## config.mk

```make
export PLATFORM = sky130hd
export DESIGN_NAME = posit_accumulator
export DESIGN_NICKNAME = d
export VERILOG_FILES = /design/src/rtl/posit_accumulator.sv
export SDC_FILE = /design/constraint.sdc
export NUM_CORES = 1
export LEC_CHECK = 0
export BUFFER_PORTS_ARGS = -buffer_cell sky130_fd_sc_hd__buf_4
export CORE_MARGIN = 2
export CORE_UTILIZATION = 49
export DETAILED_ROUTE_END_ITERATION = 16
export PLACE_DENSITY_LB_ADDON = 0.05
export SKIP_LAST_GASP = 1
export SLEW_MARGIN = 5
export SYNTH_ARGS = -nofsm -noshare
export SYNTH_HDL_FRONTEND = slang
export SYNTH_SLANG_ARGS = --single-unit
```

## constraint.sdc

```tcl
create_clock -name clk -period 3.7 [get_ports clk]
set_clock_uncertainty 0.05 [all_clocks]
set_input_delay 0.74 -clock clk [delete_from_list [all_inputs] [get_ports clk]]
set_output_delay 0.74 -clock clk [all_outputs]
set_load 0.02 [all_outputs]
```

## src/rtl/posit_accumulator.sv

```systemverilog
`timescale 1ns/1ps
// posit_accumulator: reduces each in_last-terminated packet of posits to one sum by pairing held, returning and new operands on a shared fixed-latency adder; valid/ready in/out streams plus adder issue (add_in1/add_in2/add_start) and return (add_result/add_inf/add_zero/add_done) ports
module posit_accumulator #(
  parameter int NBITS = 32,
  parameter int ADD_LATENCY = 4,
  parameter int CNT_W = $clog2(ADD_LATENCY + 1) + 1
) (
  input  logic             clk,
  input  logic             reset,
  input  logic             in_valid,
  output logic             in_ready,
  input  logic [NBITS-1:0] in_data,
  input  logic             in_last,
  output logic             out_valid,
  input  logic             out_ready,
  output logic [NBITS-1:0] out_data,
  output logic             out_inf,
  output logic [NBITS-1:0] add_in1,
  output logic [NBITS-1:0] add_in2,
  output logic             add_start,
  input  logic [NBITS-1:0] add_result,
  input  logic             add_inf,
  input  logic             add_zero,
  input  logic             add_done
);
  localparam logic [NBITS-1:0] NAR = {1'b1, {(NBITS-1){1'b0}}};
  typedef enum logic [1:0] {ACCUM, DRAIN, OUT} state_t;
  state_t state, state_n;
  logic [NBITS-1:0] hold;
  logic hold_valid, inf_sticky, r, acc_in, fire, take, unused_zero;
  logic [CNT_W-1:0] inflight, discard;
  assign unused_zero = add_zero;
  assign r = add_done & (discard == '0);
  assign in_ready = (state == ACCUM) & (discard == '0) & ~(hold_valid & r);
  assign acc_in = in_valid & in_ready;
  assign add_start = (hold_valid & r) | (hold_valid & acc_in) | (r & acc_in);
  assign add_in1 = hold_valid ? hold : add_result;
  assign add_in2 = (hold_valid & r) ? add_result : in_data;
  assign fire = (state == DRAIN) & hold_valid & (inflight == '0) & ~r;
  assign take = out_valid & out_ready;
  always_comb
    state_n = (state == ACCUM && acc_in && in_last) ? DRAIN :
              (state == DRAIN && fire) ? OUT :
              (state == OUT && take) ? ACCUM : state;
  always_ff @(posedge clk) begin
    if (reset) begin
      state <= ACCUM;
      hold_valid <= 1'b0;
      inflight <= '0;
      inf_sticky <= 1'b0;
      out_valid <= 1'b0;
      out_data <= '0;
      out_inf <= 1'b0;
      discard <= CNT_W'(ADD_LATENCY);
    end else begin
      state <= state_n;
      discard <= discard - CNT_W'(discard != '0);
      inflight <= inflight + CNT_W'(add_start) - CNT_W'(r);
      hold_valid <= add_start ? 1'b0 : (r | acc_in) ? 1'b1 : fire ? 1'b0 : hold_valid;
      inf_sticky <= take ? 1'b0 : inf_sticky | (acc_in & (in_data == NAR)) | (r & add_inf);
      out_valid <= fire | (out_valid & ~out_ready);
      if (fire) begin
        out_data <= inf_sticky ? NAR : hold;
        out_inf <= inf_sticky;
      end
    end
  end
  always_ff @(posedge clk)
    if (~add_start & (r | acc_in)) hold <= r ? add_result : in_data;
  always_ff @(posedge clk)
    if (!reset) begin
      assert (inflight <= CNT_W'(ADD_LATENCY));
      assert (!r || add_zero == (add_result == '0));
    end
endmodule

```

==> impl_metrics.yaml <==
detailed_routing:
  drt-pass1-iter-count: 4
  routed-wl-met2_um: 5760
  antenna_left: 0
  drt-total-wl_um: 11800
  num_vias: 3774
  wl_met3_um: 929
  initialDrtViolationCount: 171
  drt-met1-wl_um: 4960
  drc: 0
  wl_per_cell_um: 16.6
  post_drt_via_cell_ratio: 5.33
  routed.top_layer: "met4"
power_and_ir_drop:
  cellInternalPower_mw: 1.87
  power.density_mw_per_mm2: 491
  p_leak_nw: 2.44
  seqPwrFrac_pct: 41.6
  ir_drop_mv: 0.206
  switchingPower_mw: 0.935
  finalPower_mw: 2.81
  clock_power_share_pct: 24.1
  swShare_pct: 33.3
  comb_power_share_pct: 34.4
die:
  rows: 33
  core_area_mm2: 0.00826
  die_h_um: 96.4
  start_util_pct: 50.7
  num_io_pins: 172
  die_x_um: 96.4
  dieArea_mm2: 0.00930
timing:
  hold_viol: 0
  fin_crit_sh_pct: 86.4
  slew_viol_final: 0
  setup_tns_ps: 0
  period_needed_ps: 3200
  worstMarginPinSlew_ps: 1060
  max_clock_freq_mhz: 313
  setup_violations: 0
  rsz0062_at_grt: "no"
  max_slew_margin_pct: 29.0
setup_path:
  setup.worst_path.class: "flop to primary output"
  cp_data_required_time_ps: 2910
  crit_fanout: 28
  r2r_start: "hold_valid"
  startpoint: "hold_valid"
  worst_setup_path_end_kind: "primary output"
  cp.arrival_ps: 2410
  start_kind: "flop"
placement:
  numPortBuffers: 170
  place_area_mm2: 0.00551
  hpwl_um: 8200
  gp_congestion: 0.788
clocking:
  clkSlewWorstSetupHoldPaths_ps: 70
  hold_buffers: 0
  h-tree-depth: 3
  clock_sinks: 78
  clockBufferDepth: 2
  cts_setup_buffers: 0
  cts-root-buf: "clkbuf_8"
  cts_tree: "built"
  cts_buffers: 9
  clkLatencyLatePin_ps: 340
  post_cts_resized: 0
yosys:
  synth_edf_count: 32
  ys_top_cells_by_count: "nand2_1 (131), mux2_2 (48), dfxtp_1 (46), a21oi_1 (36), edfxtp_1 (32)"
  synth_area_leaders: "edfxtp_1 (23%), dfxtp_1 (22%), mux2_2 (13%), nand2_1 (12%), nand3b_1 (5.6%)"
  ys_types: 40
  async_flop_share_pct: 0
  synth_top_cell_by_area: "edfxtp_1"
  syn-cell-area_mm2: 0.00419
  synth_seq_cells: 78
  synth_nets: 520
  synth.most_common_cell: "nand2_1"
  yosysWarningCount: 0
  ys_seq_area_share_pct: 44.9
  synthCells: 440
  synth.top_cell.area_share_pct: 23.0
  synth_area_per_cell_um2: 9.51
  ys.flop_type: "dfxtp_1"
global_routing:
  first_global_vias: 3612
  grt_usage_pct: 25.0
  grt_overflow: 0
  antenna_found_initial: 0
  grt_pass1_wl_um: 17700
  grt_max_degree: 49
flow_run:
  maxCapViolations: 0
final_layout:
  num_antenna_cells: 0
  nFillCells: 689
  final_util_pct: 69.2
  register_area_mm2: 0.00188
  multi_input_area_mm2: 0.00211
  fin_area_mm2: 0.00572
  syn_to_final_growth_pct: 36.5
  drive_gt1_share_pct: 40.5
  fin_nets: 678
min_path:
  hp-class: "flop to flop"
  min_from: "out_data[4]"
status:
  outcome: "complete, no violations"
[power by group through the flow]
stage | Combinational [mW] | Sequential (mW) | Clock [mW]
after CTS | 0.972 | 1.16 | 0.689
after detailed placement | 0.969 | 1.18 | 0
after global placement | 0.945 | 1.18 | 0
after floorplan | 0.646 | 1.13 | 0
final | 0.964 | 1.17 | 0.675
after global routing | 1.04 | 1.18 | 0.722
[critical path, cell delays in order (launching register included)]
cell and delay, ps:
dfxtp_2 840, nand2_2 440, buf_12 290, mux2_1 320
buf_4 160
[worst paths after layout]
kind	endpoint	slack, ps	depth (start not counted)
worst max-delay path	add_in2[4]	500	4
worst min-delay path	out_data[4]	400	2
worst max register to register	inflight[1]	980	7
worst min register to register	out_data[4]	400	2
[state kept, by name (all words and copies together), names as in the netlist]
signal,flops
out_valid,1
out_inf,1
discard,4
inflight,4
state,2
out_data,32
inf_sticky,1
hold_valid,1
hold,32
[final cells by class]
cell class	count	share of cell area, %
tap	105	2.30
multi-input combinational	320	37.0
sequential	78	32.9
timing repair buffer	176	23.3
clock buffer	10	2.23
inverter	13	0.854
clock inverter	6	1.34
[kinds of logic (layout without fill, tap and decap cells)]
kind of cell	Yosys count	count (layout)	share of synthesized area, %
mux	64	64	17.2
compound gates	46	46	6.64
xor+xnor	5	5	1.05
simple gates	196	196	22.6
fa+ha+maj	9	9	2.81
buf+inv	42	205	4.72
flops	78	78	44.9
[metrics by stage]
stage          instances  setup WS [ps]  hold slack, ps
6_report             708            505             402
5_1_grt              708            365             426
4_1_cts              708            479             405
3_5_place_dp         692            858             393
3_3_place_gp         692            854             389
2_1_floorplan        440            513             457
[layout by cell type, fill, tap and decap left out, types with 3 or more instances in the layout]
master    count
buf_4       175
nand2_1     131
mux2_2       48
dfxtp_1      45
a21oi_1      36
edfxtp_1     32
nand3b_1     31
mux2_1       16
inv_1        12
nor2_1        9
clkbuf_8      9
nor4_1        8
ha_1          7
xnor2_1       3
nor3_1        3
clkinv_1      3
[metal layers]
metal  GRT usage, %  vias up
met2           42.7      158
met1           31.7     1770
met5              0        -
met3           4.97       10
met4           8.69        0
li1               -     1836
No activity file was read; power rests on OpenSTA's default activity.
